[config.mk]
export PLATFORM = sky130hd
export DESIGN_NAME = sipo_deser
export DESIGN_NICKNAME = d
export VERILOG_FILES = /design/src/rtl/sipo_deser.sv
export SDC_FILE = /design/constraint.sdc
export NUM_CORES = 1
export LEC_CHECK = 0
export CELL_PAD_IN_SITES_DETAIL_PLACEMENT = 1
export CELL_PAD_IN_SITES_GLOBAL_PLACEMENT = 2
export CORE_AREA = 2 2 49 51
export CTS_CLUSTER_DIAMETER = 80
export DETAILED_ROUTE_END_ITERATION = 8
export DIE_AREA = 0 0 51 53
export PLACE_DENSITY_LB_ADDON = 0.1
export SLEW_MARGIN = 20
export SYNTH_ARGS = -nofsm -noshare
export SYNTH_HDL_FRONTEND = slang
export SYNTH_SLANG_ARGS = --single-unit
[constraint.sdc]
create_clock -name clk -period 2.1 [get_ports clk]
set_clock_uncertainty 0.2 [all_clocks]
set_input_delay 0.21 -clock clk [delete_from_list [all_inputs] [get_ports clk]]
set_output_delay 0.21 -clock clk [all_outputs]
set_load 0.005 [all_outputs]
[src/rtl/sipo_deser.sv]
// sipo_deser: serial-in / parallel-out deserializer with one word of output
// buffering plus one word in assembly.
//
// Parameters
//   WIDTH      bits per parallel word (2..32)
//   MSB_FIRST  0: first serial bit lands in pout[0]; 1: in pout[WIDTH-1]
//
// Ports
//   clk         clock, all state updates on rising edge
//   rst_n       asynchronous active-low reset
//   clr         synchronous flush of the partial word (beats a same-edge bit)
//   sin         serial data bit
//   sin_valid   sin carries a bit this cycle
//   sin_ready   block accepts sin this cycle
//   pout        assembled parallel word
//   pout_valid  pout holds an unconsumed word
//   pout_ready  consumer takes pout this cycle
//   bit_cnt     number of bits held in the partial word
//
// Control state (derived, HOLD may coexist with FILLING)
//   state   | meaning
//   EMPTY   | bit_cnt == 0 and pout_valid == 0
//   FILLING | bit_cnt != 0, partial word in assembly
//   HOLD    | pout_valid == 1, completed word waiting for consumer
// Because HOLD overlaps FILLING, the state is carried by bit_cnt and
// pout_valid directly rather than by a single enumerated register.

module sipo_deser #(
    parameter int WIDTH     = 4,
    parameter int MSB_FIRST = 0,
    localparam int CW       = $clog2(WIDTH + 1)
) (
    input  logic             clk,
    input  logic             rst_n,
    input  logic             clr,
    input  logic             sin,
    input  logic             sin_valid,
    output logic             sin_ready,
    output logic [WIDTH-1:0] pout,
    output logic             pout_valid,
    input  logic             pout_ready,
    output logic [CW-1:0]    bit_cnt
);

    localparam logic [CW-1:0] LAST_CNT = CW'(WIDTH - 1);

    logic [WIDTH-1:0] sreg;
    logic [WIDTH-1:0] sreg_nxt;
    logic             last;
    logic             accept;
    logic             complete;

    assign last      = (bit_cnt == LAST_CNT);
    // The last bit may only land if the output register is free or being
    // drained this cycle; this is what guarantees no word is overwritten.
    assign sin_ready = ~last | ~pout_valid | pout_ready;
    assign accept    = sin_valid & sin_ready & ~clr;
    assign complete  = accept & last;

    // Shift register with the incoming bit placed at its slot. Bits at and
    // above the slot are stale, but every slot is rewritten before a word
    // completes, so pout only ever sees whole words.
    always_comb begin
        sreg_nxt = sreg;
        for (int i = 0; i < WIDTH; i++) begin
            if (bit_cnt == ((MSB_FIRST != 0) ? CW'(WIDTH - 1 - i) : CW'(i))) begin
                sreg_nxt[i] = sin;
            end
        end
    end

    always_ff @(posedge clk or negedge rst_n) begin
        if (!rst_n) begin
            sreg    <= '0;
            bit_cnt <= '0;
        end else if (clr) begin
            bit_cnt <= '0;
        end else if (accept) begin
            sreg    <= sreg_nxt;
            bit_cnt <= last ? '0 : bit_cnt + CW'(1);
        end
    end

    always_ff @(posedge clk or negedge rst_n) begin
        if (!rst_n) begin
            pout       <= '0;
            pout_valid <= 1'b0;
        end else if (complete) begin
            pout       <= sreg_nxt;
            pout_valid <= 1'b1;
        end else if (pout_ready) begin
            pout_valid <= 1'b0;
        end
    end

endmodule

-- Word level (Yosys, flattened, before mapping)
Cells that the tools add are included.
- register bits: 12
- word-level logic and storage cells: 29
- add/subtract/negate cells: 1
- equality and inequality tests: 3
- mux-type cells: 9
- bitwise gates (word level): 8
- reduce and logical (&&, ||, !) cells: 4
- operators with widths (kind ; count):
    $mux 3 ; 3
    $eq 3x2->1 const B ; 2
    $mux 1 ; 6
    $reduce_bool 2->1 ; 2
    $add 3x1->3 const B ; 1
    $and 1x1->1 ; 3
    $eq 3x1->1 const B ; 1
    $logic_not 3->1 ; 1
    $not 1->1 ; 3
    $or 1x1->1 ; 2
    $reduce_and 2->1 ; 1

-- Logic depth before layout (Yosys ltp)
- depth after elaboration: 8
- gate-level depth with buffers: 5
- mapped depth without buffers: 5

-- Least setup slack after synthesis
No wires, ideal clock.
- path type: flip-flop to flip-flop
- from: register bit_cnt[0]
- to: register sreg[0]
- data arrival time: 1.356 ns
- data required time: 1.775 ns
- setup slack: 0.419 ns
- stages on the path, launching flop included: 6
- buffers on the path: 0
- path through: dfrtp_1 -> ha_1 -> and4bb_4 -> inv_2 -> nand4_1 -> mux2_2
- longest elaborated chain between the ends: 7
- elaborated cells on any way between the ends: 9
- those cells by class: eq/ne: 1; mux: 1; bitwise: 5; reduce/logical: 2
- RTL lines (element ; RTL line ; source):
    start: declaration ; 42 ; output logic [CW-1:0] bit_cnt
    start signal: assignment ; 80 ; bit_cnt <= last ? '0 : bit_cnt + CW'(1);
    $eq 3x2->1 ; 53 ; assign last = (bit_cnt == LAST_CNT);
    $not 1->1 ; 56 ; assign sin_ready = ~last | ~pout_valid | pout_ready;
    $or 1x1->1 (2 in series) ; 56 ;
    net sin_ready ; 38 ; output logic sin_ready,
    $and 1x1->1 (2 in series) ; 57 ; assign accept = sin_valid & sin_ready & ~clr;
    $reduce_and 2->1 (no line) ; -- ;
    end signal: assignment ; 79 ; sreg <= sreg_nxt;
    end: declaration ; 47 ; logic [WIDTH-1:0] sreg;
The timed path passes the listed nets, and every way through them passes these cells.
A chain may end at the register's enable or synchronous reset.

-- Worst setup path after layout
- from: register bit_cnt[1]
- to: register pout[0]
- longest elaborated chain between the ends: 7
- elaborated cells on any way between the ends: 9
- those cells by class: eq/ne: 1; mux: 1; bitwise: 6; reduce/logical: 1
- RTL lines (element ; RTL line ; source):
    $eq 3x2->1 ; 53 ;
    $not 1->1 ; 56 ;
    $or 1x1->1 (2 in series) ; 56 ;
    $and 1x1->1 (2 in series) ; 57 ;
    $and 1x1->1 ; 58 ; assign complete = accept & last;
    end signal: assignment ; 89 ; pout <= sreg_nxt;
    end: declaration ; 39 ; output logic [WIDTH-1:0] pout,
Several ways; a longest one is shown, not always the timed one.

==> out/metrics.cfg <==
[cells_and_area]
most-common-layout-cells = sky130_fd_sc_hd__clkdlybuf4s50_1, sky130_fd_sc_hd__dfrtp_1, sky130_fd_sc_hd__mux2_2
commonest_non_fill_non_tap_cell_in_the_layout = sky130_fd_sc_hd__clkdlybuf4s50_1
drive_above_1_share_pct = 30.0
final_net_count = 81
finish.cell_count_without_fillers = 98
final_area_um2 = 837
syn2layout_area_growth_pct = 40.0
n_antenna_cell = 0

[routing]
drt_iter0_markers = 2
routed_via_density = 4.40
drt-wirelength-per-cell_um = 13.6
route.vias.total = 431
sum_of_routed_wire_length_over_all_layers_um = 1340
detailed_routing_iterations_pass_1 = 2
drt_drc_violations_left = 0
route.antenna.remaining_nets = 0

[place]
place_area_um2 = 773
dp_hpwl_um = 991
io_buffer_count = 14
place.gp.congestion = 0.750
dp.cells = 91
place_ws_ps = 194

[critical_path]
max_fanout_on_critical_path = 4
critical_path.cell_chain = buf_4, inv_1, ha_1, nand2b_1, mux2_2, mux2_4
crit_type = flip-flop to flip-flop
cp_top_family = multiplexers
timing.critical_path.required_ps = 2060
critPathCaptureType = flip-flop
worst_path_slowest_cell = sky130_fd_sc_hd__dfrtp_1
critPathLaunchType = flip-flop
worst_path_largest_cell_delay_ps = 410
worst_path_arrival_ps = 1750
critPathBufInv = 2

[logic_synthesis]
xor_and_xnor_fraction_of_the_mapped_netlist_area_pct = 0
synthesis.area_um2 = 598
synth_seq_cells = 11
yosys.area_share.adder_pct = 8.37
synth_top_family_by_area = multiplexers
avgSynthCellArea_um2 = 12.2
synth_cells = 49
syn-num-nets = 59
yosys_warnings = 0
netlist-cell-type-count = 16
post_synth_and_or_nand_nor_area_fraction_pct = 18.4
synth.mux.area_fraction_pct = 19.5
synth_compound_gate_area_share_pct = 4.60
post_synthesis_sequential_area_ratio_pct = 46.0

[die]
die_y_um = 53
core_area_mm2 = 0.00215
ios = 15
fp.dieArea_mm2 = 0.00270
initial_utilization_pct = 27.8
placement_rows = 17
die_w_um = 51

[pwr]
power.ir.vdd_worst_v = 0.000337
power_report.internal_total_mw = 0.390
areal_power_density_over_the_cells_mw_per_mm2 = 625
power.switching_mw = 0.134
p_clk_share_pct = 29.1
power.static_leakage_nw = 0.358
share_seq_of_total_power_pct = 48.6
switching_share_pct = 25.5
comb_power_share_pct = 22.3

[flow_run]
max_cap_violations = 0

[timing]
final_hold_vio_count = 0
max-slew-margin-rel_pct = 63.9
rsz0062_at_grt = no
final_critical_period_ps = 1790
finalCritPeriodShare_pct = 85.3
worstMarginPinSlew_ps = 539
timing.final.ws_setup_ps = 308
setup_viol_count_final = 0
max_freq_mhz = 558
timing.setup.tns_ps = 0
final_number_of_max_transition_violations = 0

[outcome]
status = completed

[cts]
clockBufferDepth = 2
cts_max_level = 1
root_buffer = sky130_fd_sc_hd__clkbuf_4
clock_latency_ps = 270
number_of_sinks_on_the_clock_net = 11
cts_made_buffers = 3
cts_clock_pin_slew_for_the_worst_setup_and_hold_paths_ps = 80
tritoncts = done
cts_hold_buffers = 0

[hold_path]
timing.hold.worst.class = input pin to asynchronous set/reset pin

[global_route]
top_usage_layer = met2
grt.overflow.total = 0
met1_track_usage_gr_pct = 16.8
via_count_of_the_first_global_routing_pass = 484
grt_usage_pct = 12.5
grt_pass1_wl_um = 2360
grt.met2_usage_pct = 18.2
grt_max_degree = 12
grt.met3_usage_pct = 3.95
number_of_antenna_violations_at_the_first_check_in_global_routing = 0

## per-stage QoR
step | hold slack [ps] | power [mW] | utilization, %
2_1_floorplan | -286 | 0.316 | -
3_3_place_gp | 280 | 0.373 | 36.0
3_5_place_dp | 290 | 0.372 | 36.0
4_1_cts | 99.6 | 0.531 | 38.5
5_1_grt | 116 | 0.564 | 39.0
6_report | 84.3 | 0.523 | 39.0
## worst paths after layout
path	slack [ps]	from	to	cells past startpoint
max	310	bit_cnt[1]	pout[0]	6
min	80	rst_n	bit_cnt[1]	1
max reg2reg	310	bit_cnt[1]	pout[0]	6
min reg2reg	310	sreg[2]	sreg[2]	1
max in group asynchronous	1260	rst_n	sreg[1]	1
min in group clk	310	sreg[2]	sreg[2]	1
## flip-flops by register name (all words and copies together) (netlist names)
| name | count |
|---|---|
| pout | 4 |
| bit_cnt | 3 |
| sreg | 3 |
| pout_valid | 1 |
## logic make-up (layout without fill, tap and decap cells)
kind of cell,Yosys count,after routing
DFF,11,11
buffers and inverters,5,26
AOI/OAI and AO/OA,5,5
adders and majority gates,4,4
and+or+nand+nor,14,14
muxes,10,10
## power groups by stage
stage / Clock, mW / Sequential (mW) / Combinational (mW)
final: 0.152 / 0.254 / 0.117
after global routing: 0.172 / 0.260 / 0.131
after CTS: 0.157 / 0.255 / 0.119
after detailed placement: 0 / 0.260 / 0.112
after global placement: 0 / 0.258 / 0.115
after floorplan: 0 / 0.258 / 0.0581
## cell usage after synthesis
cell type                   n  share of area [%]
sky130_fd_sc_hd__a21oi_1    2                1.7
sky130_fd_sc_hd__and4bb_4   1                2.7
sky130_fd_sc_hd__inv_1      4                2.5
sky130_fd_sc_hd__mux2_2     9                 17
sky130_fd_sc_hd__o21ai_0    2                1.7
sky130_fd_sc_hd__ha_1       4                8.4
sky130_fd_sc_hd__a211oi_1   1                1.3
sky130_fd_sc_hd__and2b_2    1                1.5
sky130_fd_sc_hd__dfrtp_1   11                 46
sky130_fd_sc_hd__nand4_1    3                3.1
sky130_fd_sc_hd__nand2_1    1               0.63
sky130_fd_sc_hd__nand2b_1   5                5.2
sky130_fd_sc_hd__nand3_1    2                1.7
sky130_fd_sc_hd__inv_2      1               0.63
sky130_fd_sc_hd__nand4_4    1                3.6
sky130_fd_sc_hd__mux2_4     1                2.5
## what timing repair did
action	in CTS	in global routing
endpoints found under the setup margin	1	1
resized for setup	2	1
buffers inserted	2	1
hold endpoints to repair	0	0
pin swaps	0	1
gates cloned	0	0
## layout make-up
cell class,count,area (um2)
fill,243,1310
multi-input combinational,33,317
sequential,11,275
timing repair buffer,17,165
tap,28,35.0
clock buffer,4,26.3
inverter,5,18.8
## layer usage
layer  part of all wire (%)  up-vias  wire, um
met5                      0        -         0
met4                    1.0        0        14
met3                    3.8        2        51
met2                     44        8       588
met1                     51      208       680
li1                       -      213         -
(Power assumes the default switching activity.)
==> patch 1: new RTL, config.mk and constraints unchanged <==
Change the parameter `MSB_FIRST` from 0 to 1. Comments in the files are not updated.
--- a/src/rtl/sipo_deser.sv
+++ b/src/rtl/sipo_deser.sv
@@ -27,7 +27,7 @@
 
 module sipo_deser #(
     parameter int WIDTH     = 4,
-    parameter int MSB_FIRST = 0,
+    parameter int MSB_FIRST = 1,
     localparam int CW       = $clog2(WIDTH + 1)
 ) (
     input  logic             clk,
Check against the original RTL: not equivalent (Yosys sat finds a counterexample within 10 cycles, from zero or initial values and one cycle with rst_n low).
==> patch 1 against the original RTL <==
Worst setup slack got worse by 190 ps; cell area rose by 0.90%; highest routed layer is now met3; hold slack barely moved; sequential cell count did not move; routed wire length rose by 2.3%; synthesized area rose by 2.3%; largest cell class unchanged; power rose by 0.19%.
==> patch 1: results (changes against the original RTL) <==
- Ys Warns: 0 (unchanged)
- Top area cells in the synthesized netlist: dfrtp_1 45%, mux2_4 9.8%, ha_1 8.2%
- Reg2reg setup slack: 120 ps (-190 ps)
- HPWL Detailed: 995 um (+0.34%)
- Status: complete, no violations
- Top reg by flops: pout
- M2 GR Usage: 0.190 (+0.00866)
- Min-delay worst type: input pin to async pin
- FF-to-FF End: pout[3]
- Pin count of the biggest net entering global routing: 12 (unchanged)
- Seq/Total Area, Yosys: 0.450 (-0.0104)
- RR Startpoint: bit_cnt[0]
- Synth unique cells: 18 (+2)
- Vias in the first global route: 486 (+0.41%)
- Top Layer Used: met3
- Worst endpoint data arrival time: 1940 ps (+190 ps)
- DR iter-0 viols: 3 (+1)
- GP Congestion: 0.772 (+2.9%)
- Global-route wire length before repair: 2.26 mm (-4.1%)
- Tot GR Track Use: 0.118 (-0.00732)
- Slew margin rel.: 0.650 (+0.0109)
- VDD IR max: 0.203 mV (-40%)
- Antenna violations before repair: 0 (unchanged)
- Final Net Count: 80 (-1.2%)
- IO buf count: 14 (unchanged)
- Met1 Usage GRT: 0.144 (-0.0246)
- Met3 Wirelength: 68 um (+33%)
- DRT Pass-1 Iters: 3 (+1)
- Met3 usage: 0.0367 (-0.00282)
- Routed wl met2: 672 um (+14%)
- Pleak: 0.361 nW (+0.86%)
- Post-synth EDFFs: 0 (unchanged)
- Clk slew on worst S/H paths: 80 ps (about the same)
- Detailed-route wire length: 1.37 mm (+2.3%)
- Layout cells sized above 1: 0.275 (-0.0246)
- # fillers: 245 (+0.82%)
- CP endpoint kind: flip-flop
- Vias/cell: 4.64 (+5.5%)
- Metal-1 WL: 625 um (-8.1%)
patch 1: cell count changes in the layout (fill, tap and decap cells not counted), sizes merged:
cell and change:
buf -1, nand2b -1, nand3 +1, nand4 -1, nor2b +1
patch 1: power by group:
group          switching, mW  internal, mW
combinational         0.0408        0.0778
clock                 0.0765        0.0734
sequential            0.0154         0.241
patch 1: how the worst min path moves through the flow:
stage                       start         end  slack (ps)
after floorplan             rst_n  bit_cnt[0]        -290
after global placement    sreg[2]     sreg[2]         270
after detailed placement  sreg[2]     sreg[2]         280
after CTS                   rst_n     sreg[1]         100
after global routing        rst_n     sreg[1]         130
final                       rst_n     sreg[1]          80
patch 1: logic make-up after synthesis:
logic type | synth area share
DFF | 0.450
AOI/OAI and AO/OA | 0.0450
adders and majority gates | 0.0818
and+or+nand+nor | 0.180
muxes | 0.209
buffers and inverters | 0.0348
patch 1: cell type report:
type / instances / area [sq um] / area share
repair buffers: 16 / 158 / 0.187
inverters: 5 / 21.3 / 0.0252
clock buffers: 4 / 26.3 / 0.0311
flip-flops and latches: 11 / 277 / 0.327
multi-input cells: 33 / 328 / 0.388
well taps: 28 / 35.0 / 0.0415
patch 1: repair_timing:
item | 4_1_cts | 5_1_grt
setup endpoints to repair | 1 | 1
pin swaps | 0 | 1
hold buffers | 0 | 0
gates resized for setup | 3 | 1
buffers inserted | 2 | 0
patch 1: stage by stage:
step	hold slack [ps]	util	setup slack [ps]	cell area [sq um]	cells
3_5_place_dp	277	0.366	156	787	91
4_1_cts	102	0.392	11.4	842	97
2_1_floorplan	-286	-	390	612	49
5_1_grt	127	0.393	57.7	845	97
3_3_place_gp	273	0.366	192	787	91
6_report	84.1	0.393	120	845	97
==> patch 2: new RTL, config.mk and constraints unchanged <==
Without the edit above. Put one more register stage on the output `bit_cnt`, with the module's reset. The value now appears one clock later. The other outputs are not delayed to match.
--- a/src/rtl/sipo_deser.sv
+++ b/src/rtl/sipo_deser.sv
@@ -44,13 +44,15 @@
 
     localparam logic [CW-1:0] LAST_CNT = CW'(WIDTH - 1);
 
+    logic [CW-1:0] bit_cnt_s0;
+
     logic [WIDTH-1:0] sreg;
     logic [WIDTH-1:0] sreg_nxt;
     logic             last;
     logic             accept;
     logic             complete;
 
-    assign last      = (bit_cnt == LAST_CNT);
+    assign last      = (bit_cnt_s0 == LAST_CNT);
     // The last bit may only land if the output register is free or being
     // drained this cycle; this is what guarantees no word is overwritten.
     assign sin_ready = ~last | ~pout_valid | pout_ready;
@@ -63,7 +65,7 @@
     always_comb begin
         sreg_nxt = sreg;
         for (int i = 0; i < WIDTH; i++) begin
-            if (bit_cnt == ((MSB_FIRST != 0) ? CW'(WIDTH - 1 - i) : CW'(i))) begin
+            if (bit_cnt_s0 == ((MSB_FIRST != 0) ? CW'(WIDTH - 1 - i) : CW'(i))) begin
                 sreg_nxt[i] = sin;
             end
         end
@@ -72,12 +74,12 @@
     always_ff @(posedge clk or negedge rst_n) begin
         if (!rst_n) begin
             sreg    <= '0;
-            bit_cnt <= '0;
+            bit_cnt_s0 <= '0;
         end else if (clr) begin
-            bit_cnt <= '0;
+            bit_cnt_s0 <= '0;
         end else if (accept) begin
             sreg    <= sreg_nxt;
-            bit_cnt <= last ? '0 : bit_cnt + CW'(1);
+            bit_cnt_s0 <= last ? '0 : bit_cnt_s0 + CW'(1);
         end
     end
 
@@ -93,5 +95,13 @@
         end
     end
 
+    always_ff @(posedge clk or negedge rst_n) begin
+        if (!rst_n) begin
+            bit_cnt <= '0;
+        end else begin
+            bit_cnt <= bit_cnt_s0;
+        end
+    end
+
 endmodule
 
Behaviour: not the same (Yosys sat finds a counterexample within 4 cycles, from zero or initial values and one cycle with rst_n low).
==> patch 2 against the original RTL <==
Sequential cell count rose by 3; cell area rose by 11%; register-to-register slack got worse by 30 ps; worst setup slack got worse by 37 ps; first-iteration DRC count fell by 100%; synthesized area rose by 13%; count of clock-buffer cells in the layout fell by 1; power rose by 13%; routed wire length rose by 7.2%; critical path type is now flip-flop to output port; critical endpoint is now sin_ready; largest power group unchanged.
==> patch 2: results (changes against the original RTL) <==
- Worst slack, placed: 144 ps (-50.1 ps)
- Max FFs per register: 4 (unchanged)
- IO buf count: 14 (unchanged)
- Slew margin rel.: 0.571 (-0.0682)
- CP peak stage delay: 430 ps (+20 ps)
- Tot GR Track Use: 0.128 (+0.00319)
- Fin cells: 103 (+5.1%)
- DRT Pass-1 Iters: 1 (-1)
- Min-delay worst type: input pin to async pin
- Post-synth top cells: 14 x dfrtp_1, 10 x mux2_2, 4 x ha_1, 4 x inv_1
- M2 GR Usage: 0.223 (+0.0411)
- Pin count of the biggest net entering global routing: 15 (+3)
- Top_reg_cell synth: dfrtp_1
- Met1 Usage GRT: 0.147 (-0.0218)
- Top reg by flops: pout
- Layout cells sized above 1: 0.333 (+0.0333)
- VDD IR max: 0.289 mV (-14%)
- Clk slew on worst S/H paths: 80 ps (about the same)
- Ant. Diodes: 0 (unchanged)
- Syn nets: 62 (+5.1%)
- Met3 usage: 0.0282 (-0.0113)
- Ys Warns: 0 (unchanged)
- # fillers: 242 (-0.41%)
- Pleak: 0.397 nW (+11%)
- Status: complete, no violations
- Final Net Count: 87 (+7.4%)
- Clock Tree Buf Depth: 2 (unchanged)
- Vias in the first global route: 563 (+16%)
- Via count: 497 (+15%)
- Post-synth EDFFs: 0 (unchanged)
- CP top delay family: flip-flops
- H-Tree Level Count: 1 (unchanged)
- Post-route DRC: 0 (unchanged)
- Global-route wire length before repair: 2.48 mm (+5.3%)
- Synth unique cells: 16 (unchanged)
- Async SR Flop Fraction: 1.00 (unchanged)
- Critical path's slowest cell: dfrtp_1
- TritonCTS Buffers: 3 (unchanged)
- Avg Synthesized Cell Area: 12.9 sq um (+6.1%)
- Clock Latency Late Sink: 270 ps (about the same)
- Antenna violations before repair: 0 (unchanged)
- DP Area: 871 sq um (+13%)
- GP Congestion: 0.788 (+5.0%)
- Root buffer cell: clkbuf_4
- Placed Cells incl. Taps: 97 (+6.6%)
- HPWL Detailed: 1.03 mm (+3.5%)
- Total gr overflow: 0 (unchanged)
- Crit-path max FO: 3 (-1)
- Worst endpoint data arrival time: 1420 ps (-330 ps)
- Top area cells in the synthesized netlist: dfrtp_1 52%, mux2_2 17%, ha_1 7.4%
- Detailed-route wire length: 1.43 mm (+7.2%)
- Seq/Total Area, Yosys: 0.520 (+0.0602)
- DR iter-0 viols: 0 (-2)
patch 2: stage by stage:
| stage | power (mW) | hold slack [ps] |
|---|---|---|
| finish | 0.590 | 126 |
| floorplan | 0.379 | -286 |
| global placement | 0.441 | 268 |
| CTS | 0.603 | 158 |
| detailed placement | 0.440 | 261 |
| global route | 0.626 | 159 |
patch 2: per-layer routing:
| metal | part of all wire | vias to the layer above | routed length [um] |
|---|---|---|---|
| met3 | 0.041 | 4 | 58 |
| met1 | 0.46 | 247 | 664 |
| met4 | 0.014 | 0 | 20 |
| met2 | 0.48 | 16 | 687 |
| li1 | - | 230 | - |
| met5 | 0 | - | 0 |
patch 2: worst paths after layout:
| kind | endpoint | startpoint | depth (start not counted) | slack (ps) |
|---|---|---|---|---|
| min in group clk | sreg[0] | sreg[0] | 1 | 310 |
| hold reg to reg | sreg[0] | sreg[0] | 1 | 310 |
| max in group asynchronous | pout[1] | rst_n | 1 | 1160 |
| setup reg to reg | pout[0] | bit_cnt_s0[1] | 5 | 280 |
| hold / removal | bit_cnt[1] | rst_n | 1 | 130 |
| setup / recovery | sin_ready | bit_cnt_s0[1] | 4 | 270 |
patch 2: layout make-up:
cell class                      count  area, sq um  area share
Sequential cell                    14          350       0.378
Multi-Input combinational cell     33          317       0.341
Timing Repair Buffer               20          184       0.198
Tap cell                           28         35.0      0.0378
Clock buffer                        3         22.5      0.0243
Inverter                            5         18.8      0.0202
patch 2: kinds of logic (layout without fill, tap and decap cells):
group / after synthesis / count (layout) / share of synthesized area
muxes: 10 / 10 / 0.167
and+or+nand+nor: 14 / 14 / 0.169
AOI/OAI and AO/OA: 5 / 5 / 0.0409
adders and majority gates: 4 / 4 / 0.0744
buffers and inverters: 5 / 28 / 0.0279
DFF: 14 / 14 / 0.520
patch 2: power by group:
part | leakage [nW] | internal, mW | total, mW | switching, mW
combinational | 0.198 | 0.0785 | 0.122 | 0.0437
clock | 0.0138 | 0.0664 | 0.151 | 0.0842
sequential | 0.185 | 0.302 | 0.318 | 0.0158
total | 0.397 | 0.447 | 0.590 | 0.144
patch 2: repair_timing:
action                                  CTS  global route
endpoints found under the setup margin    1             0
gates resized for setup                   3             0
setup buffers                             3             0
